`src/rtl/serial_adder_pkg.sv`:
```
// serial_adder_pkg: shared FSM state type and default width for the bit-serial adder
package serial_adder_pkg;
    typedef enum logic [1:0] {IDLE, SHIFT, DONE} state_t;
    localparam int DEFAULT_WIDTH = 8;
endpackage

```
`src/rtl/serial_adder_nbit_full_adder_cell.sv`:
```
// full_adder_cell: single combinational 1-bit full adder used by the serial adder
module full_adder_cell (
    input  logic a,
    input  logic b,
    input  logic cin,
    output logic s,
    output logic cout
);
    assign s    = a ^ b ^ cin;
    assign cout = (a & b) | (cin & (a ^ b));
endmodule

```
`src/rtl/serial_adder_nbit.sv`:
```
// serial_adder_nbit: bit-serial N-bit adder, one full-adder cell plus carry flop, LSB first.
// Define SERIAL_ADDER_OVF_EN to add the registered two's-complement overflow output OVF.
module serial_adder_nbit
    import serial_adder_pkg::*;
#(
    parameter int WIDTH = DEFAULT_WIDTH
) (
    input  logic             clk,
    input  logic             rst_n,
    input  logic             start,
    input  logic [WIDTH-1:0] A,
    input  logic [WIDTH-1:0] B,
    input  logic             CIN,
    output logic             busy,
    output logic             done,
`ifdef SERIAL_ADDER_OVF_EN
    output logic             OVF,
`endif
    output logic [WIDTH-1:0] SUM,
    output logic             COUT
);
    localparam int CW = $clog2(WIDTH);
    localparam logic [CW-1:0] LAST = CW'(WIDTH - 1);

    state_t state, next_state;
    logic [WIDTH-1:0] a_sh, b_sh;
    logic [CW-1:0] cnt;
    logic carry, s, c;

    full_adder_cell u_fa (
        .a    (a_sh[0]),
        .b    (b_sh[0]),
        .cin  (carry),
        .s    (s),
        .cout (c)
    );

    assign busy = state != IDLE;
    assign done = state == DONE;

    // State register; reset abandons any operation in flight
    always_ff @(posedge clk) begin
        if (!rst_n) state <= IDLE;
        else        state <= next_state;
    end

    // Next state: accept start only in IDLE, leave SHIFT after the last bit, DONE lasts one cycle
    always_comb begin
        next_state = state;
        case (state)
            IDLE:    next_state = start ? SHIFT : IDLE;
            SHIFT:   next_state = (cnt == LAST) ? DONE : SHIFT;
            default: next_state = IDLE;
        endcase
    end

    // Datapath: capture operands on start, then add and shift one bit per SHIFT cycle
    always_ff @(posedge clk) begin
        if (!rst_n) begin
            a_sh  <= '0;
            b_sh  <= '0;
            carry <= 1'b0;
            cnt   <= '0;
            SUM   <= '0;
            COUT  <= 1'b0;
        end else if (state == IDLE && start) begin
            a_sh  <= A;
            b_sh  <= B;
            carry <= CIN;
            cnt   <= '0;
        end else if (state == SHIFT) begin
            a_sh  <= a_sh >> 1;
            b_sh  <= b_sh >> 1;
            carry <= c;
            cnt   <= (cnt == LAST) ? '0 : cnt + 1'b1;
            SUM   <= {s, SUM[WIDTH-1:1]};
            if (cnt == LAST) COUT <= c;
        end
    end

`ifdef SERIAL_ADDER_OVF_EN
    // Signed overflow: carry into the MSB cell differs from carry out of it
    always_ff @(posedge clk) begin
        if (!rst_n)                            OVF <= 1'b0;
        else if (state == SHIFT && cnt == LAST) OVF <= carry ^ c;
    end
`endif
endmodule
```
`config.mk`:
```
export PLATFORM = sky130hd
export DESIGN_NAME = serial_adder_nbit
export DESIGN_NICKNAME = d
export VERILOG_FILES = /design/src/rtl/serial_adder_pkg.sv /design/src/rtl/serial_adder_nbit_full_adder_cell.sv /design/src/rtl/serial_adder_nbit.sv
export SDC_FILE = /design/constraint.sdc
export NUM_CORES = 1
export LEC_CHECK = 0
export CAP_MARGIN = 20
export CORE_ASPECT_RATIO = 1.1
export CORE_MARGIN = 2
export CORE_UTILIZATION = 30
export CTS_BUF_LIST = sky130_fd_sc_hd__clkbuf_4 sky130_fd_sc_hd__clkbuf_8
export DETAILED_ROUTE_END_ITERATION = 12
export SLEW_MARGIN = 20
export SYNTH_ARGS = -nofsm -noshare
export SYNTH_HDL_FRONTEND = slang
export SYNTH_SLANG_ARGS = --single-unit
```
`constraint.sdc`:
```
create_clock -name clk -period 3.6 [get_ports clk]
set_input_delay 0.54 -clock clk [delete_from_list [all_inputs] [get_ports clk]]
set_output_delay 0.54 -clock clk [all_outputs]
set_load 0.1 [all_outputs]
```
### Word-level counts from Yosys, hierarchy flattened

Index checks and enable logic that the tools add are counted.

| storage, ports and cells | value |
|---|---|
| flip-flop bits (word level) | 31 |
| word-level logic and storage cells | 35 |
| output and inout bits | 11 |
| bits of input ports | 20 |

| cells by class | value |
|---|---|
| multiplexer cells | 10 |
| reduce and logical (&&, ||, !) cells | 7 |
| equality and inequality tests | 3 |
| add/sub/neg operators | 1 |
| bitwise gates (word level) | 7 |

Operators with widths:

| operator | number |
|---|---|
| $mux 8 | 4 |
| $pmux 2 s2 | 1 |
| $reduce_bool 2->1 | 2 |
| $add 3x1->3 const B | 1 |
| $eq 3x3->1 const B | 1 |
| $mux 1 | 3 |
| $mux 3 | 1 |
| $reduce_and 3->1 | 1 |
| $and 1x1->1 | 2 |
| $eq 2x1->1 const B | 1 |
| $eq 2x2->1 const B | 1 |
| $logic_not 2->1 | 1 |
| $mux 2 | 1 |
| $not 1->1 | 2 |
| $reduce_and 2->1 | 1 |
| $reduce_or 2->1 | 1 |
| $xor 1x1->1 | 2 |
| $logic_and 1x1->1 | 1 |
| $or 1x1->1 | 1 |

### Longest topological paths before layout

Gate-level depths: netlist (run 1).

| logic depth | value |
|---|---|
| depth in word-level cells | 5 |
| mapped depth | 6 |
| gate-level depth less buffers | 5 |

### By module

From an unflattened synthesis (run 1), not the netlist that was laid out.

| unflattened totals | value |
|---|---|
| cells, all modules | 161 |
| area total of the unflattened synthesis | 1372.6 µm² |

By module, submodules not included:

| module | instances | cells each | area an instance (µm²) |
|---|---|---|---|
| serial_adder_nbit | 1 | 160 | 1352.5 |
| full_adder_cell | 1 | 1 | 20.0 |

### Worst setup path after synthesis (run 1)

No wires, ideal clock.

| path | value |
|---|---|
| path type | reg-to-output |
| start | reg state[0] |
| end | out done |
| required time | 3.060 ns |
| arrival time | 1.827 ns |
| buffers on the path | 1 |
| path slack | 1.233 ns |
| stages on the path, launching flop included | 3 |
| cell sequence | dfxtp_1 > buf_2 > nor2b_1 |

| between the ends | value |
|---|---|
| word-level cells in the longest chain between the ends | 1 |

Ends and longest elaborated chain:

| element | line | source |
|---|---|---|
| from (decl) | serial_adder_nbit.sv:25 | `state_t state, next_state;` |
| from (signal assigned) | serial_adder_nbit.sv:44 | `else state <= next_state;` |
| $eq 2x2->1 | serial_adder_nbit.sv:39 | `assign done = state == DONE;` |
| to (decl) | serial_adder_nbit.sv:15 | `output logic done,` |

No other way between the ends.

### Worst setup path after layout (run 1)

| path | value |
|---|---|
| start | reg state[0] |
| end | out busy |

| between the ends | value |
|---|---|
| word-level cells in the longest chain between the ends | 1 |

Ends and longest elaborated chain:

| element | line | source |
|---|---|---|
| $reduce_bool 2->1 | serial_adder_nbit.sv:38 | `assign busy = state != IDLE;` |
| to (decl) | serial_adder_nbit.sv:14 | `output logic busy,` |

No other way between the ends.

==> results.ini, run 1 <==
[run_status]
outcome = finished, final reports clean

[global_routing]
grt_max_degree = 30
grt_pass1_vias = 1030
grt_pass1_wl_um = 4650
grt_overflow = 0
antenna_found_initial = 0
grtUsageTotal = 0.124

[timing]
final_hold_viol_count = 0
timing.fmax_ghz = 0.373
drv_slew = 0
setup_viol = 0
fin_setup_tns_ns = 0
post-route-period-util = 0.744
rsz0062_at_grt = false
setup_ws_ns = 0.922
worstMarginPinSlew_ns = 0.984
fin_crit_ns = 2.68
slew_headroom = 0.344
clock_skew_ns = 0.00394

[logic_synthesis]
synth_compound_area_frac = 0.261
ys_warn_count = 0
synth-edff-count = 0
synthCells = 161
synth_fa_ha_area_frac = 0.0328
yosys.area_share.simple = 0.192
ys_seq_area_frac = 0.452
synth_xor_area_frac = 0
avgSynthCellArea_um2 = 8.53
synth_top_flop_cell = dfxtp_1
syn_nets = 184
async_flop_share = 0
ys_ff_latch = 31
synthMuxAreaShare = 0.00729
yosys.cell_types.count = 25
synth_top_family_by_area = compound AO/OA/AOI/OAI gates
netlist_area_mm2 = 0.00137

[setup_path]
worstPathRequired_ns = 3.06
critPathKind = reg -> out
crit_chain = or2_2, clkdlybuf4s50_1
endpoint_kind = output port
crit_slowest_cell = clkdlybuf4s50_1
startpoint_type = flop
cp_slowest_stage_delay_ns = 1.12
cp.arrival_ns = 2.14
critPathMaxFanout = 14

[layout]
seq_area_um2 = 621
layout.filler_cells = 457
multi_input_comb_area_um2 = 677
drive_gt1_frac = 0.118
fin_nets = 209
diodes = 0
area_delta_synth_final_pct = 29.1

[floorplan]
io_pins = 31
die-area_mm2 = 0.00513
rows = 25
start_util = 0.316
die_h_um = 74.9
coreArea_mm2 = 0.00435
die_width_um = 68.5

[detailed_routing]
post_drt_wl_per_cell_um = 11.3
drcViolationCount = 0
drtIter0Drc = 44
num_vias = 1140
antenna_left = 0
detail_route.first_pass.iterations = 4
wirelength_um = 2720
routed_via_density = 4.73

[clock_network]
cts-buffers-inserted = 5
clkSlewWorstSetupHoldPaths_ns = 0.06
cts_sinks = 31
hold_buffers = 0
cts.repair.resized = 0
cts_tree = built
cts-root-buf = clkbuf_8
h-tree-depth = 2
cts_buffer_depth = 2
post_cts_buffers = 0
worstSkewPairLatency_ns = 0.28

[flow_run]
drv_cap = 0

[worst_hold_path]
min_path_type = reg -> reg

[placement]
pre_cts_slack_ns = 1.22
place_hpwl_um = 1720
port_buffers = 30
gp_congestion = 0.761

[power_and_ir_drop]
leakage_nw = 0.649
peakVddDrop_mv = 0.251
powerDensity_mw_per_mm2 = 455

[kinds of logic after synthesis]
group / count (synthesis)
muxes: 1
AOI/OAI and AO/OA: 56
buffers and inverters: 13
and+or+nand+nor: 57
DFF: 31
adders and majority gates: 3
[where the power goes]
part | leakage (nW) | switching, mW | internal, mW | total, mW
clock | 0.0549 | 0.125 | 0.182 | 0.307
sequential | 0.254 | 0.0137 | 0.364 | 0.377
combinational | 0.340 | 0.0697 | 0.0514 | 0.121
[flip-flops by register name, indices dropped and copies added (netlist names)]
name   cells
cnt        3
a_sh       8
COUT       1
state      2
SUM        8
b_sh       8
carry      1
[cell usage after synthesis (2+ instances only)]
cell type / count / area [um2]
buf_2: 9 / 45.0
nand2_1: 35 / 131
nor2_1: 5 / 18.8
buf_6: 2 / 22.5
clkbuf_1: 2 / 7.51
nand3_1: 2 / 10.0
nor2b_1: 6 / 37.5
o21ai_1: 4 / 20.0
o221a_1: 3 / 33.8
a21oi_1: 30 / 150
dfxtp_1: 31 / 621
o21ai_2: 9 / 78.8
ha_1: 2 / 25.0
a21boi_1: 10 / 75.1
[final cells by class]
cell class / count / area share
Sequential cell: 31 / 0.350
Timing Repair Buffer: 31 / 0.171
Clock buffer: 8 / 0.0586
Tap cell: 54 / 0.0381
Multi-Input combinational cell: 117 / 0.382
[path summary, 6_finish.rpt]
kind	slack (ns)	depth (start not counted)	start	end
worst max-delay path	0.92	2	state[0]	busy
worst min-delay path	0.45	2	a_sh[3]	a_sh[2]
worst max register to register	1.69	3	state[0]	cnt[0]
worst min register to register	0.45	2	a_sh[3]	a_sh[2]
[through the flow]
| stage | cell area (um2) | hold WS (ns) | cells | total power [mW] | utilization |
|---|---|---|---|---|---|
| floorplan | 1370 | 0.430 | 161 | 0.471 | - |
| global placement | 1670 | 0.439 | 233 | 0.509 | 0.385 |
| detailed placement | 1670 | 0.442 | 233 | 0.509 | 0.385 |
| CTS | 1780 | 0.452 | 241 | 0.819 | 0.409 |
| global route | 1770 | 0.470 | 241 | 0.847 | 0.407 |
| finish | 1770 | 0.452 | 241 | 0.806 | 0.407 |
[metal layers]
metal,up-vias,GRT usage,part of all wire
met1,509,0.155,0.48
met3,6,0.0523,0.067
met5,-,0,0
li1,593,-,-
met2,32,0.183,0.43
met4,0,0.0600,0.022
[worst max-delay path, delay by kind of cell, from the launching register on]
family	cells	cell delay, ns
flops	1	0.56
simple gates	1	0.18
buf+inv	1	1.12
[layout by cell type, fill, tap and decap left out, drive strengths merged]
cell type	netlist	final
nor2	5	5
o221a	3	3
and3	1	1
nand3b	1	1
or3	1	1
a21oi	30	30
and2	1	1
clkdlybuf4s50	0	29
clkbuf	2	8
mux2i	1	1
nor3b	1	1
buf	11	2
o21ai	13	13
ha	2	2
a21boi	10	10
nand2	36	36
or3b	1	1
fa	1	1
dfxtp	31	31
nand3	2	2
nand2b	1	1
or2	1	1
nor2b	6	6
No activity file was read; power rests on OpenSTA's default activity.
==> inputs of run 2 (changes only) <==
==> constraint.sdc (replaced) <==
create_clock -name clk -period 2.44 [get_ports clk]
set_input_delay 0.366 -clock clk [delete_from_list [all_inputs] [get_ports clk]]
set_output_delay 0.366 -clock clk [all_outputs]
set_load 0.1 [all_outputs]
==> run 2 against run 1 <==
Compared with the run above: clock skew is 0.0017 ns lower; highest routed layer unchanged; worst setup slack worse by 0.23 ns; hold slack worse by 0.00088 ns; register-to-register slack worse by 0.87 ns; final cell count increased by 2.5%; largest power group unchanged; wire length is 1.8% higher; sequential share of layout area fell by 0.44 points; core utilization is 0.52 points higher; largest cell class unchanged; final area rose by 1.3%; first-iteration DRC count is 9.1% lower; count of clock-buffer cells in the layout unchanged.
==> results.ini, run 2 (synthesis gave the netlist of run 1 again) <==
[detailed_routing]
post_drt_wl_per_cell_um = 11.2  ; -0.71%
drtIter0Drc = 40  ; -9.1%
detail_route.first_pass.iterations = 5  ; +1
antenna_left = 0  ; unchanged
wirelength_um = 2770  ; +1.8%
num_vias = 1142  ; +0.18%
routed_via_density = 4.62  ; -2.3%
drcViolationCount = 0  ; unchanged

[timing]
fin_setup_tns_ns = 0  ; unchanged
drv_slew = 0  ; unchanged
fin_crit_ns = 1.75
timing.fmax_ghz = 0.571
worstMarginPinSlew_ns = 0.774  ; -0.210 ns
slew_headroom = 0.484  ; +0.140
post-route-period-util = 0.718
final_hold_viol_count = 0  ; unchanged
setup_viol = 0  ; unchanged
rsz0062_at_grt = false
clock_skew_ns = 0.00229  ; -0.00166 ns

[layout]
layout_commonest_cell = nand2_1
drive_gt1_frac = 0.197  ; +0.0792
mostFrequentLayoutCells = nand2_1 (35), dfxtp_1 (31), a21oi_1 (30)
finalCoreUtilization = 0.413  ; +0.00518
area_delta_synth_final_pct = 30.7
reg_top3 = SUM (8), a_sh (8), b_sh (8)
diodes = 0  ; unchanged
layout.filler_cells = 441  ; -3.5%
fin_nets = 215  ; +2.9%
final_area_mm2 = 0.00179  ; +1.3%

[setup_path]
r2r_cells = 3  ; unchanged
cp.arrival_ns = 1.92  ; -0.22 ns
r2r-start = state[1]
critPathKind = in -> reg
critPathMaxFanout = 16  ; +2
startpoint_type = input pin
endpoint_kind = flop
critPathLaunch = start
worstPathRequired_ns = 2.61  ; -0.45 ns

[power_and_ir_drop]
leakage_nw = 0.700  ; +7.8%
powerDensity_mw_per_mm2 = 668  ; +47%
peakVddDrop_mv = 0.245  ; -2.1%

[clock_network]
cts_buffer_depth = 2  ; unchanged
cts-root-buf = clkbuf_8
clkSlewWorstSetupHoldPaths_ns = 0.06  ; about the same
cts.repair.resized = 0  ; unchanged
cts_sinks = 31  ; unchanged
worstSkewPairLatency_ns = 0.28  ; about the same
cts_tree = built
hold_buffers = 0  ; unchanged
h-tree-depth = 2  ; unchanged
cts-buffers-inserted = 5  ; unchanged
post_cts_buffers = 0  ; unchanged

[worst_hold_path]
hold_depth = 2  ; unchanged
min_from = a_sh[2]
min_path_type = reg -> reg

[floorplan]
die_h_um = 74.9  ; unchanged
die_width_um = 68.5  ; unchanged
io_pins = 31  ; unchanged
start_util = 0.316  ; unchanged
coreArea_mm2 = 0.00435  ; unchanged
rows = 25  ; unchanged
die-area_mm2 = 0.00513  ; unchanged

[placement]
place_hpwl_um = 1790  ; +3.9%
placed_area_mm2 = 0.00169  ; +1.0%
port_buffers = 30  ; unchanged
gp_congestion = 0.775  ; +1.8%

[global_routing]
antenna_found_initial = 0  ; unchanged
grt_pass1_wl_um = 4530  ; -2.7%
grt_pass1_vias = 998  ; -3.1%
grtUsageTotal = 0.121  ; -0.00232
grt_overflow = 0  ; unchanged
grt_max_degree = 30  ; unchanged

[run_status]
outcome = finished, final reports clean

[flow_run]
drv_cap = 0  ; unchanged

==> run 2: cell types whose count changed in the layout (fill, tap and decap cells not counted) <==
| cell | change |
|---|---|
| clkdlybuf4s50_1 | -10 |
| buf_2 | -1 |
| buf_4 | +17 |
==> run 2: worst paths after layout <==
kind / endpoint / slack, ns
setup reg to reg: state[0] / 0.82
hold / removal: a_sh[1] / 0.45
hold reg to reg: a_sh[1] / 0.45
setup / recovery: b_sh[2] / 0.69
==> run 2: report_power, final <==
part	switching, mW	leakage [nW]	internal, mW
Combinational	0.110	0.391	0.0850
Clock	0.183	0.0549	0.268
Sequential	0.0160	0.254	0.536
Total	0.309	0.700	0.890
==> run 2: metal layers <==
metal | vias up | share of wire | GRT usage
met3 | 8 | 0.042 | 0.0359
met2 | 22 | 0.43 | 0.156
met1 | 503 | 0.50 | 0.167
met4 | 0 | 0.034 | 0.0933
met5 | - | 0 | 0
li1 | 609 | - | -
==> run 2: cell type report <==
cell class / instances / area [um2] / share of cell area
clock buffers: 8 / 104 / 0.0579
multi-input cells: 117 / 677 / 0.377
flip-flops and latches: 31 / 621 / 0.346
well taps: 54 / 67.6 / 0.0377
repair buffers: 37 / 325 / 0.181
==> run 2: worst max-delay path: stages <==
cell and delay [ns]:
clkdlybuf4s50_1 0.55, or3b_1 0.70, o21ai_1 0.25, a21oi_1 0.05
==> run 2: stage by stage <==
| stage | setup slack, ns | power, mW | instances | hold slack (ns) |
|---|---|---|---|---|
| 2_1_floorplan | 0.247 | 0.694 | 161 | 0.430 |
| 3_3_place_gp | 0.415 | 0.761 | 239 | 0.440 |
| 3_5_place_dp | 0.387 | 0.761 | 239 | 0.443 |
| 4_1_cts | 0.694 | 1.22 | 247 | 0.453 |
| 5_1_grt | 0.626 | 1.26 | 247 | 0.461 |
| 6_report | 0.689 | 1.20 | 247 | 0.452 |
==> inputs of run 3 (changes only) <==
==> constraint.sdc (replaced) <==
create_clock -name clk -period 1.45 [get_ports clk]
set_input_delay 0.2175 -clock clk [delete_from_list [all_inputs] [get_ports clk]]
set_output_delay 0.2175 -clock clk [all_outputs]
set_load 0.1 [all_outputs]
==> run 3 against run 2 <==
Compared with the run above: critical path depth is 1 lower; worst setup slack worse by 0.65 ns; hold slack worse by 0.0043 ns; final cell count is 1.6% higher; count of clock-buffer cells in the layout stayed put; sequential power is 69% higher; first-iteration DRC count is 20% higher; final area is 11% higher; sequential share of layout area is 3.4 points lower; combinational power is 87% higher; via count is 2.5% higher.
==> results.ini, run 3 (synthesis gave the netlist of run 1 again) <==
[global_routing]
grt_pass1_wl_um = 4840  ; +7.0%
antenna_found_initial = 0  ; unchanged
grt_overflow = 0  ; unchanged
grt_max_degree = 30  ; unchanged
grt_pass1_vias = 1101  ; +10%
grtUsageTotal = 0.124  ; +0.00271

[run_status]
outcome = finished, final reports clean

[power_and_ir_drop]
switching_power_uw = 527  ; +71%
peakVddDrop_mv = 0.605  ; +150%
clock_power_share = 0.368  ; -0.008
leakage_nw = 0.760  ; +8.6%
internal-power_mw = 1.53  ; +72%
power_frac_comb = 0.177  ; +0.014
p_total_mw = 2.06  ; +72%
swShare = 0.256  ; -0.00163
powerDensity_mw_per_mm2 = 1030  ; +54%
seq_power_share = 0.454  ; -0.007

[timing]
slew_headroom = 0.837  ; +0.353
final_hold_viol_count = 0  ; unchanged
clock_skew_ns = 0.00321  ; +0.000927 ns
fin_setup_tns_ns = 0  ; unchanged
post-route-period-util = 0.970
timing.fmax_ghz = 0.711
rsz0062_at_grt = false
drv_slew = 0  ; unchanged
fin_crit_ns = 1.41
worstMarginPinSlew_ns = 0.244  ; -0.529 ns
hold_ws_ns = 0.447  ; -0.00428 ns
setup_viol = 0  ; unchanged
setup_ws_ns = 0.0430  ; -0.646 ns

[placement]
port_buffers = 30  ; unchanged
placed_area_mm2 = 0.00189  ; +12%
gp_congestion = 0.715  ; -7.7%
place_inst = 243  ; +1.7%
place_hpwl_um = 1840  ; +3.0%
pre_cts_slack_ns = -0.0909  ; -0.478 ns

[layout]
diodes = 0  ; unchanged
layout_commonest_cell = nand2_1
mostFrequentLayoutCells = nand2_1 (35), a21oi_1 (30), dfxtp_1 (29)
drive_gt1_frac = 0.228  ; +0.0315
final_area_mm2 = 0.00200  ; +11%
final-instance-count-excl-fill = 251  ; +1.6%
multi_input_comb_area_um2 = 687  ; +1.5%
finalCoreUtilization = 0.460  ; +0.0472
layout.filler_cells = 436  ; -1.1%
seq_area_um2 = 623  ; +0.40%
area_delta_synth_final_pct = 45.7
fin_nets = 219  ; +1.9%
reg_top3 = SUM (8), a_sh (8), b_sh (8)

[setup_path]
r2r-start = cnt[0]
crit_slowest_cell = dfxtp_2
rrSetupSlack_ns = 0.16  ; -0.66 ns
r2r_cells = 4  ; +1
cp_slowest_stage_delay_ns = 0.33  ; -0.37 ns
worstPathRequired_ns = 1.23  ; -1.38 ns
startpoint_type = flop
endpoint_kind = output port
critPathKind = reg -> out
r2r-end = cnt[0]
critPathMaxFanout = 8  ; -8
crit_chain = buf_4, or2_4, buf_12
cp.arrival_ns = 1.19  ; -0.73 ns
crit_family = flip-flops
crit_buf_inv = 2  ; +1

[clock_network]
post_cts_buffers = 0  ; unchanged
h-tree-depth = 2  ; unchanged
cts-buffers-inserted = 5  ; unchanged
clkSlewWorstSetupHoldPaths_ns = 0.06  ; about the same
cts-root-buf = clkbuf_8
cts_tree = built
cts_sinks = 31  ; unchanged
cts_buffer_depth = 2  ; unchanged
worstSkewPairLatency_ns = 0.28  ; about the same
hold_buffers = 0  ; unchanged
cts.repair.resized = 3  ; +3

[detailed_routing]
drcViolationCount = 0  ; unchanged
wirelength_um = 2750  ; -0.72%
drtIter0Drc = 48  ; +20%
routed_via_density = 4.67  ; +0.91%
num_vias = 1171  ; +2.5%
antenna_left = 0  ; unchanged
post_drt_wl_per_cell_um = 11.0  ; -2.3%
detail_route.first_pass.iterations = 4  ; -1

[worst_hold_path]
hold_end = a_sh[6]
hold_depth = 2  ; unchanged
min_from = a_sh[6]
min_path_type = reg -> reg

[floorplan]
io_pins = 31  ; unchanged
coreArea_mm2 = 0.00435  ; unchanged
die-area_mm2 = 0.00513  ; unchanged
die_width_um = 68.5  ; unchanged
rows = 25  ; unchanged
start_util = 0.316  ; unchanged
die_h_um = 74.9  ; unchanged

[flow_run]
drv_cap = 0  ; unchanged

-- run 3: cell count changes in the layout (fill, tap and decap cells not counted), sizes merged --
| cell | delta |
|---|---|
| buf | +4 |
-- run 3: final cells by class --
cell class,instances,area share
sequential,31,0.312
tap,54,0.0338
timing repair buffer,41,0.259
clock buffer,8,0.0519
multi-input combinational,117,0.344
-- run 3: worst register-to-register path, stage by stage, from the launching register on --
cell	delay [ns]
dfxtp_1	0.33
ha_1	0.20
ha_1	0.22
or3_1	0.35
a21oi_1	0.13
-- run 3: routing by layer --
metal / global-route usage / vias to the layer above / part of all wire
li1: - / 616 / -
met5: 0 / - / 0
met4: 0.0600 / 0 / 0.020
met2: 0.186 / 20 / 0.45
met1: 0.166 / 528 / 0.50
met3: 0.0314 / 7 / 0.034
-- run 3: worst max path at each step --
stage,to,from,cells past startpoint
2_1_floorplan,COUT,COUT,2
3_3_place_gp,b_sh[2],start,5
3_5_place_dp,b_sh[2],start,5
4_1_cts,busy,state[1],3
5_1_grt,busy,state[1],3
6_report,busy,state[1],3
-- run 3: power groups by stage --
stage               clock [mW]  sequential, mW  combinational (mW)
global placement             0           0.953               0.364
floorplan                    0           0.973               0.197
CTS                      0.776           0.935               0.368
detailed placement           0           0.954               0.365
finish                   0.758           0.935               0.364
global route             0.807           0.942               0.400
